[src/rtl/floating_point_coef_pkg.sv]
// Shared types and coefficient tables for the reciprocal-datapath coefficient sequencer.
// Single-precision words occupy the low 32 bits of the 64-bit table entries.
package floating_point_coef_pkg;

    typedef enum logic [1:0] {
        IDLE  = 2'd0,
        FETCH = 2'd1,
        DRAIN = 2'd2
    } state_e;

    typedef enum logic [1:0] {
        SPECIAL_TABLE = 2'b00,
        SPECIAL_INF   = 2'b01,
        SPECIAL_QNAN  = 2'b10,
        SPECIAL_ZERO  = 2'b11
    } special_e;

    localparam int TAB_EXPLICIT = 8;

    localparam logic [31:0] SINGLE_TAB [TAB_EXPLICIT] = '{
        32'he2f784c5, 32'hd513d2aa, 32'h72aff7e5, 32'hbbd27277,
        32'h8932d612, 32'h47ecdb8f, 32'h793069f2, 32'h00000000
    };
    localparam logic [31:0] SINGLE_TAIL = 32'he77696ce;

    localparam logic [63:0] DOUBLE_TAB [TAB_EXPLICIT] = '{
        64'hbbd27277e2f784c5, 64'hd513d2aa793069f2, 64'h72aff7e5e2f784c5, 64'hd513d2aabbd27277,
        64'h72aff7e58932d612, 64'h47ecdb8fe77696ce, 64'h793069f28932d612, 64'h0000000000000000
    };
    localparam logic [63:0] DOUBLE_TAIL = 64'he77696ce47ecdb8f;

    // Every index at or beyond TAB_EXPLICIT returns the tail constant.
    function automatic logic [63:0] coef_word(input logic dbl, input logic [31:0] idx);
        logic [63:0] w;
        if (idx < 32'(TAB_EXPLICIT)) begin
            w = dbl ? DOUBLE_TAB[idx[2:0]] : {32'h0, SINGLE_TAB[idx[2:0]]};
        end else begin
            w = dbl ? DOUBLE_TAIL : {32'h0, SINGLE_TAIL};
        end
        return w;
    endfunction

endpackage

[src/rtl/floating_point_coef_rom.sv]
// Registered-output coefficient table: data follows addr by exactly one clock.
// Deliberately has no reset so it maps onto block ROM.
module floating_point_coef_rom
    import floating_point_coef_pkg::*;
#(
    parameter int EXP_WIDTH  = 8,
    parameter int MAN_WIDTH  = 23,
    parameter int ADDR_WIDTH = 4
) (
    input  logic                           clk,
    input  logic [ADDR_WIDTH-1:0]          addr,
    output logic [EXP_WIDTH+MAN_WIDTH:0]   data
);

    localparam int   W   = 1 + EXP_WIDTH + MAN_WIDTH;
    localparam logic DBL = (EXP_WIDTH != 8);

    always_ff @(posedge clk) begin
        data <= W'(coef_word(DBL, 32'(addr)));
    end

endmodule

[src/rtl/floating_point_coef_seq.sv]
// Burst coefficient sequencer: one request in, a stream of table (or special) words out.
// Handshakes: a transfer happens on any posedge where valid && ready are both high.
module floating_point_coef_seq
    import floating_point_coef_pkg::*;
#(
    parameter int EXP_WIDTH  = 8,
    parameter int MAN_WIDTH  = 23,
    parameter int ADDR_WIDTH = 4
) (
    input  logic                         clk,
    input  logic                         rst_n,
    input  logic                         req_valid,
    output logic                         req_ready,
    input  logic [ADDR_WIDTH-1:0]        req_base,
    input  logic [ADDR_WIDTH-1:0]        req_len_m1,
    input  logic [1:0]                   req_special,
    output logic                         out_valid,
    input  logic                         out_ready,
    output logic [EXP_WIDTH+MAN_WIDTH:0] out_data,
    output logic                         out_last,
    output logic [ADDR_WIDTH-1:0]        out_idx,
    output logic                         busy
);

    localparam int W = 1 + EXP_WIDTH + MAN_WIDTH;

    function automatic logic [W-1:0] special_word(input special_e mode);
        logic [W-1:0] w;
        case (mode)
            SPECIAL_INF:  w = {1'b0, {EXP_WIDTH{1'b1}}, {MAN_WIDTH{1'b0}}};
            SPECIAL_QNAN: w = {1'b0, {EXP_WIDTH{1'b1}}, 1'b1, {(MAN_WIDTH-1){1'b0}}};
            default:      w = '0;
        endcase
        return w;
    endfunction

    state_e                state, state_nxt;
    logic [ADDR_WIDTH-1:0] rd_addr, rd_cnt, len_m1_q;
    special_e              special_q;

    logic                  inflight, inflight_last, inflight_special;
    logic [ADDR_WIDTH-1:0] inflight_idx;
    logic [W-1:0]          inj_word_q, rom_data, capture_word;

    logic [W-1:0]          fifo_data [2];
    logic [ADDR_WIDTH-1:0] fifo_idx  [2];
    logic                  fifo_last [2];
    logic                  wr_ptr, rd_ptr;
    logic [1:0]            fifo_count;

    logic                  issue, last_read, push, pop;
    logic [2:0]            occupancy;

    floating_point_coef_rom #(
        .EXP_WIDTH (EXP_WIDTH),
        .MAN_WIDTH (MAN_WIDTH),
        .ADDR_WIDTH(ADDR_WIDTH)
    ) u_rom (
        .clk (clk),
        .addr(rd_addr),
        .data(rom_data)
    );

    assign push         = inflight;
    assign pop          = out_valid && out_ready;
    assign capture_word = inflight_special ? inj_word_q : rom_data;

    assign out_valid = (fifo_count != 2'd0);
    assign out_data  = fifo_data[rd_ptr];
    assign out_idx   = fifo_idx[rd_ptr];
    assign out_last  = out_valid && fifo_last[rd_ptr];
    assign req_ready = (state == IDLE);
    assign busy      = (state != IDLE);

    always_comb begin
        state_nxt = state;
        issue     = 1'b0;
        occupancy = {1'b0, fifo_count} + {2'b00, inflight};
        last_read = (special_q != SPECIAL_TABLE) || (rd_cnt == len_m1_q);
        case (state)
            IDLE: begin
                if (req_valid) state_nxt = FETCH;
            end
            FETCH: begin
                // A pop this cycle frees a slot in time for the read issued now,
                // which keeps the stream at one beat per cycle without overflow.
                issue = (occupancy < 3'd2) || pop;
                if (issue && last_read) state_nxt = DRAIN;
            end
            DRAIN: begin
                if (pop && out_last) state_nxt = IDLE;
            end
            default: state_nxt = IDLE;
        endcase
    end

    always_ff @(posedge clk) begin
        if (!rst_n) begin
            state            <= IDLE;
            rd_addr          <= '0;
            rd_cnt           <= '0;
            len_m1_q         <= '0;
            special_q        <= SPECIAL_TABLE;
            inflight         <= 1'b0;
            inflight_last    <= 1'b0;
            inflight_special <= 1'b0;
            inflight_idx     <= '0;
            inj_word_q       <= '0;
            wr_ptr           <= 1'b0;
            rd_ptr           <= 1'b0;
            fifo_count       <= 2'd0;
            for (int i = 0; i < 2; i++) begin
                fifo_data[i] <= '0;
                fifo_idx[i]  <= '0;
                fifo_last[i] <= 1'b0;
            end
        end else begin
            state    <= state_nxt;
            inflight <= issue;

            if (state == IDLE && req_valid) begin
                rd_addr   <= req_base;
                rd_cnt    <= '0;
                len_m1_q  <= req_len_m1;
                special_q <= special_e'(req_special);
            end

            // rd_addr wraps naturally modulo the table depth.
            if (issue) begin
                rd_addr          <= rd_addr + 1'b1;
                rd_cnt           <= rd_cnt + 1'b1;
                inflight_last    <= last_read;
                inflight_special <= (special_q != SPECIAL_TABLE);
                inflight_idx     <= (special_q != SPECIAL_TABLE) ? '0 : rd_addr;
                inj_word_q       <= special_word(special_q);
            end

            if (push) begin
                fifo_data[wr_ptr] <= capture_word;
                fifo_idx[wr_ptr]  <= inflight_idx;
                fifo_last[wr_ptr] <= inflight_last;
                wr_ptr            <= ~wr_ptr;
            end

            if (pop) rd_ptr <= ~rd_ptr;

            case ({push, pop})
                2'b10:   fifo_count <= fifo_count + 2'd1;
                2'b01:   fifo_count <= fifo_count - 2'd1;
                default: fifo_count <= fifo_count;
            endcase
        end
    end

endmodule

[config.mk]
export PLATFORM = sky130hd
export DESIGN_NAME = floating_point_coef_seq
export DESIGN_NICKNAME = d
export VERILOG_FILES = /design/src/rtl/floating_point_coef_pkg.sv /design/src/rtl/floating_point_coef_rom.sv /design/src/rtl/floating_point_coef_seq.sv
export SDC_FILE = /design/constraint.sdc
export NUM_CORES = 1
export LEC_CHECK = 0
export ABC_AREA = 0
export CELL_PAD_IN_SITES_DETAIL_PLACEMENT = 0
export CELL_PAD_IN_SITES_GLOBAL_PLACEMENT = 2
export CORE_ASPECT_RATIO = 0.6
export CORE_MARGIN = 2
export CORE_UTILIZATION = 38
export DETAILED_ROUTE_END_ITERATION = 10
export PLACE_DENSITY = 0.78
export REMOVE_ABC_BUFFERS = 1
export SLEW_MARGIN = 20
export SYNTH_ARGS = -nofsm -noshare
export SYNTH_HDL_FRONTEND = slang
export SYNTH_HIERARCHICAL = 1
export SYNTH_SLANG_ARGS = --single-unit
export TNS_END_PERCENT = 1
[constraint.sdc]
create_clock -name clk -period 3.05 [get_ports clk]
set_input_delay 0.61 -clock clk [delete_from_list [all_inputs] [get_ports clk]]
set_output_delay 0.61 -clock clk [all_outputs]
set_load 0.005 [all_outputs]
==> results of run 1 <==
## sequential cells by signal, indices dropped and copies added (netlist names), 4 cells and up, named ones only
name / flops
len_m1_q: 4
fifo_idx: 8
fifo_data: 64
inflight_idx: 4
rd_addr: 4
u_rom/data: 23
rd_cnt: 4
## per-stage QoR
step | hold slack, ns | setup WS (ns) | total power [mW] | instances
global placement | 0.4511 | 0.6268 | 3.382 | 718
detailed placement | 0.4608 | 0.5646 | 3.407 | 718
finish | 0.4652 | 0.5681 | 5.599 | 750
global route | 0.4909 | 0.4778 | 5.858 | 750
CTS | 0.4692 | 0.5491 | 5.639 | 750
floorplan | 0.4273 | 0.3603 | 2.866 | 454
## synth_stat cells, types with 3 or more instances
cell,count
nor2_1,77
clkbuf_1,8
buf_6,6
o21bai_1,3
buf_2,12
or3_1,3
mux2_2,37
inv_1,10
a21o_1,4
nand2b_1,8
nand2_1,59
xor2_1,7
nand3_1,9
ha_1,13
edfxtp_1,72
mux2i_1,4
o21ai_0,4
dfxtp_1,55
buf_4,9
and2_1,11
a21oi_1,32
nor3_1,4
## worst min-delay path: stages, from the launching register on
cell     delay [ns]
dfxtp_1        0.32
nand2_1        0.06
nand2_1        0.04
## metal layers
layer / vias up / wire length [um] / track usage
li1: 1771 / - / -
met1: 1652 / 6331 / 0.2366
met2: 72 / 4640 / 0.2228
met3: 13 / 435 / 0.03884
met4: 0 / 163 / 0.06434
met5: - / 0 / 0
## layout make-up
cell class / instances / area, um2
fillers: 1332 / 7522
flip-flops and latches: 127 / 3263
well taps: 198 / 247.7
inverters: 11 / 41.29
repair buffers: 66 / 628.1
clock inverters: 11 / 175.2
multi-input cells: 316 / 1977
clock buffers: 21 / 481.7
## power breakdown
group          internal (mW)  switching [mW]  total, mW  leakage, nW
Combinational          0.610           0.597       1.21         1.10
Sequential              2.03           0.130       2.16         1.20
Clock                   1.47           0.763       2.23        0.317
Total                   4.11            1.49       5.60         2.62
## logic make-up after synthesis
kind of cell | Yosys count | share of synthesized area
muxes | 41 | 0.08258
xor gates and xnor gates | 8 | 0.01267
adders and majority gates | 13 | 0.02941
DFF | 127 | 0.5900
buffers and inverters | 48 | 0.05249
AOI/OAI and AO/OA | 61 | 0.07127
and+or+nand+nor | 193 | 0.1615
## how the worst max path moves through the flow
stage / startpoint / to / slack, ns
2_1_floorplan: rst_n / fifo_data[1][0]$_SDFFCE_PN0P_ / 0.36
3_3_place_gp: rst_n / fifo_data[0][16]$_SDFFCE_PN0P_ / 0.63
4_1_cts: flip-flop / out_data[31] / 0.55
6_report: flip-flop / out_data[13] / 0.57
5_1_grt: flip-flop / out_data[13] / 0.48
3_5_place_dp: rst_n / fifo_data[0][15]$_SDFFCE_PN0P_ / 0.56
==> reports/qor.csv, run 1 <==
stage;metric;value;unit
die;io-pin-count;54;
power;power.density;821.6;nW/um2
clock_network;ctsHoldBuffers;0;
synth;synth_area_leader_cell;edfxtp_1;
sta;slew_headroom;0.3844;
synth;synth_cell_type_count;56;
critical_path;crit_chain;buf_4, mux2_2, clkdlybuf4s50_1;
die;die_h;97.45;um
sta;min_period;2.482;ns
placement;portBuffers;53;
power;max-vdd-ir-drop;0.3189;mV
critical_path;cp.depth;3;
final_layout;final_cell_mix;nor2_1, edfxtp_1, nand2_1;
critical_path;cp-end-kind;primary output;
outcome;status;finished clean;
sta;fin_crit_sh;0.8137;
sta;finalSetupTns;0;ns
critical_path;regToRegStartpoint;fifo_count[0]$_SDFFE_PN0P_;
final_layout;n_antenna_cell;0;
critical_path;critPathTopFamily;buffers and inverters;
placement;place_area;6157;um2
clock_network;clock_sinks;127;
critical_path;cp.arrival;1.87;ns
clock_network;cts_buffer_depth;2;
grt;grt_overflow;0;
die;die_x;159.7;um
critical_path;criticalPathCategory;reg -> out;
final_layout;layout_commonest_cell;nor2_1;
critical_path;r2r_end;fifo_count[1]$_SDFFE_PN0P_;
grt;grt_pass1_wl;18950;um
critical_path;worstPathMaxFanout;20;
final_layout;drive_above_1_share;0.1793;
clock_network;insertion_delay;0.41;ns
sta;max_freq;402.9;MHz
route;first_pass_iters;4;
final_layout;fin_area;6814;um2
clock_network;root_buffer;clkbuf_16;
clock_network;post_cts_buffers;0;
sta;setup_viol;0;
critical_path;slowest_delay;0.46;ns
die;coreArea;14340;um2
sta;worst_pin_slew;0.9224;ns
synth;async_flop_share;0;
critical_path;r2r_slack;1.38;ns
placement;dp_hpwl;7483;um
synth;syn-cell-area;5530;um2
grt;antenna_found_initial;0;
clock_network;cts_tree;built;
clock_network;cts_buffers;17;
job;cap_violations;0;
synth;syn_avg_cell_area;11.26;um2
synth;yosysTopAreaCellShare;0.3910;
die;row_count;34;
route;drt-initial-drc-count;178;
final_layout;final_nets;566;
clock_network;clk_pin_slew;0.06;ns
critical_path;reg2regPathDepth;7;
hold_path;min_path_cells;2;
sta;skew;0.009583;ns
power;power_leakage;2.620;nW
route;wl_per_cell;15.43;um
die;die_area;15570;um2
synth;synth-edff-count;72;
grt;grt_usage;0.1598;
route;routed_wl;11570;um
synth;synth_warnings;6;
synth;synth_area_leaders;edfxtp_1, dfxtp_1, mux2_2;
synth;ys_ff_latch;127;
critical_path;start_kind;flip-flop;
final_layout;postLayoutCoreUtil;0.4753;
synth;ys.flop_type;edfxtp_1;
hold_path;min_to;fifo_last[1]$_DFF_P_;
hold_path;min_from;inflight_last$_SDFFE_PN0P_;
sta;rsz0062_at_grt;false;
sta;timing.final.hold_violations;0;
route;vias;3508;
sta;drv_slew;0;
grt;grt_max_degree;37;
route;avgViaCountPerCell;4.677;
route;drcViolationCount;0;
placement;routabilityCongestion;0.7505;
critical_path;crit_buf_inv;2;
grt;grt_pass1_vias;3575;
final_layout;area_growth;23.21;%
die;start_util;0.3858;
hold_path;min_path_type;reg -> reg;
route;ant_nets;0;
synth;yosysSeqAreaShare;0.5900;
synth;synthCells;491;
clock_network;cts_resized;0;
critical_path;slowest_stage;clkdlybuf4s50_1;
clock_network;htreeDepth;4;
critical_path;required;2.44;ns
(Power assumes the default switching activity.)
==> inputs of run 2 (changes only) <==
- clock period: 3.05 -> 2.4 ns (I/O delays scaled with it)
==> run 2 against run 1 <==
Critical path depth stayed put. Largest power group is now sequential cells. Combinational power increased by 30%. First-iteration DRC count grew 22%. Register-to-register slack lost 0.66 ns. Total power is 23% higher. Die area did not move. Wire length grew 0.58%. Worst hold slack worse by 0.0071 ns. Via count rose by 1.6%.
==> reports/qor.csv, run 2 (same netlist as run 1, synthesis figures left out) <==
stage;metric;value;unit;change
grt;grt_overflow;0;;unchanged
final_layout;final_nets;568;;+0.35%
job;cap_violations;0;;unchanged
sta;fin_crit_sh;0.9657;;
final_layout;multiInputGateArea;1977;um2;unchanged
critical_path;cp-end-kind;primary output;;
sta;rsz0062_at_grt;false;;
outcome;status;finished clean;;
power;fin_total_pwr;6.913;mW;+23%
hold_path;min_path_type;reg -> reg;;
sta;min_period;2.318;ns;
grt;antenna_found_initial;0;;unchanged
die;die_h;97.45;um;unchanged
final_layout;area_growth;23.39;%;
clock_network;root_buffer;clkbuf_16;;
sta;max_freq;431.5;MHz;
die;start_util;0.3858;;unchanged
critical_path;worstPathMaxFanout;19;;-5.0%
sta;setup_viol;0;;unchanged
power;power_leakage;2.613;nW;-0.27%
route;drcViolationCount;0;;unchanged
critical_path;slowest_stage;clkdlybuf4s50_1;;
final_layout;fill_cells;1314;;-1.4%
clock_network;cts_tree;built;;
final_layout;final-seq-area;3264;um2;about the same
route;vias;3564;;+1.6%
final_layout;top_register;fifo_data;;
die;io-pin-count;54;;unchanged
critical_path;crit_chain;buf_12, mux2_2, clkdlybuf4s50_1;;
route;routed_wl;11640;um;+0.58%
grt;grt_pass1_wl;18750;um;-1.1%
die;die_area;15570;um2;unchanged
placement;dp_hpwl;7237;um;-3.3%
critical_path;required;1.92;ns;-0.52 ns
final_layout;final_cell_mix;nor2_1, edfxtp_1, nand2_1;;
final_layout;layout_commonest_cell;nor2_1;;
die;die_x;159.7;um;unchanged
clock_network;ctsHoldBuffers;0;;unchanged
placement;routabilityCongestion;0.7547;;+0.56%
power;max-vdd-ir-drop;0.4589;mV;+44%
grt;grt_max_degree;38;;+2.7%
clock_network;post_cts_buffers;0;;unchanged
clock_network;cts_resized;0;;unchanged
route;drt-initial-drc-count;218;;+22%
route;avgViaCountPerCell;4.739;;+1.3%
final_layout;n_antenna_cell;0;;unchanged
final_layout;largest_reg_flops;64;;unchanged
clock_network;insertion_delay;0.41;ns;about the same
sta;finalSetupTns;0;ns;unchanged
critical_path;cp.arrival;1.84;ns;-0.03 ns
sta;worst_pin_slew;0.6398;ns;-0.2826 ns
sta;skew;0.01075;ns;+0.001163 ns
final_layout;reg_top3;fifo_data x64, u_rom/data x23, fifo_idx x8;;
clock_network;htreeDepth;4;;unchanged
clock_network;clock_sinks;127;;unchanged
route;first_pass_iters;5;;+1
critical_path;start_kind;flip-flop;;
sta;timing.final.hold_violations;0;;unchanged
final_layout;drive_above_1_share;0.1859;;+0.006573
grt;grt_usage;0.1554;;-0.004407
die;coreArea;14340;um2;unchanged
placement;portBuffers;53;;unchanged
critical_path;criticalPathCategory;reg -> out;;
route;ant_nets;0;;unchanged
grt;grt_pass1_vias;3539;;-1.0%
critical_path;slowest_delay;0.45;ns;about the same
clock_network;cts_buffers;17;;unchanged
sta;drv_slew;0;;unchanged
clock_network;clk_pin_slew;0.06;ns;about the same
sta;slew_headroom;0.5729;;+0.1885
route;wl_per_cell;15.48;um;+0.31%
clock_network;cts_buffer_depth;2;;unchanged
die;row_count;34;;unchanged
power;power.density;1013;nW/um2;+23%
==> run 2: final timing paths <==
path | from | slack, ns | endpoint | depth (start not counted)
max | flip-flop | 0.08 | out_data[13] | 3
min | special_q[0]$_SDFFE_PN0P_ | 0.46 | special_q[0]$_SDFFE_PN0P_ | 2
min reg2reg | special_q[0]$_SDFFE_PN0P_ | 0.46 | special_q[0]$_SDFFE_PN0P_ | 2
max reg2reg | fifo_count[0]$_SDFFE_PN0P_ | 0.72 | fifo_count[1]$_SDFFE_PN0P_ | 7
==> run 2: metrics by stage <==
| step | worst slack (ns) | hold slack, ns | std cells | area (um2) | utilization |
|---|---|---|---|---|---|
| 5_1_grt | 0.01446 | 0.4892 | 752 | 6824 | 0.4760 |
| 6_report | 0.08238 | 0.4581 | 752 | 6824 | 0.4760 |
| 3_3_place_gp | 0.3098 | 0.4510 | 719 | 6202 | 0.4326 |
| 3_5_place_dp | 0.2375 | 0.4570 | 719 | 6202 | 0.4326 |
| 4_1_cts | 0.02426 | 0.4650 | 751 | 6798 | 0.4742 |
| 2_1_floorplan | -0.1597 | 0.4273 | 454 | 5281 | - |
==> run 2: cell type report <==
| cell class | count | share of cell area |
|---|---|---|
| Timing Repair Buffer | 68 | 0.1023 |
| Clock buffer | 17 | 0.06234 |
| Multi-Input combinational cell | 316 | 0.2897 |
| Inverter | 11 | 0.006051 |
| Clock inverter | 15 | 0.02494 |
| Sequential cell | 127 | 0.4784 |
| Tap cell | 198 | 0.03630 |
==> run 2: metal layers <==
metal	track usage	routed length, um
met3	0.03500	397
met2	0.2115	4719
met1	0.2392	6438
met5	0	0
met4	0.05455	82
==> run 2: worst max-delay path, delay by kind of cell, from the launching register on <==
family	cells	cell delay, ns
multiplexers	1	0.38
flip-flops	1	0.40
buffers and inverters	2	0.65
==> run 2: power by group <==
group / switching, mW / internal (mW)
combinational: 0.753 / 0.820
clock: 0.952 / 1.63
sequential: 0.182 / 2.58
==> inputs of run 3 (changes only) <==
- ABC_CLOCK_PERIOD_IN_PS: not set -> 2400
==> results of run 3 <==
Final layout, timing and power as in run 2 (identical DEF).
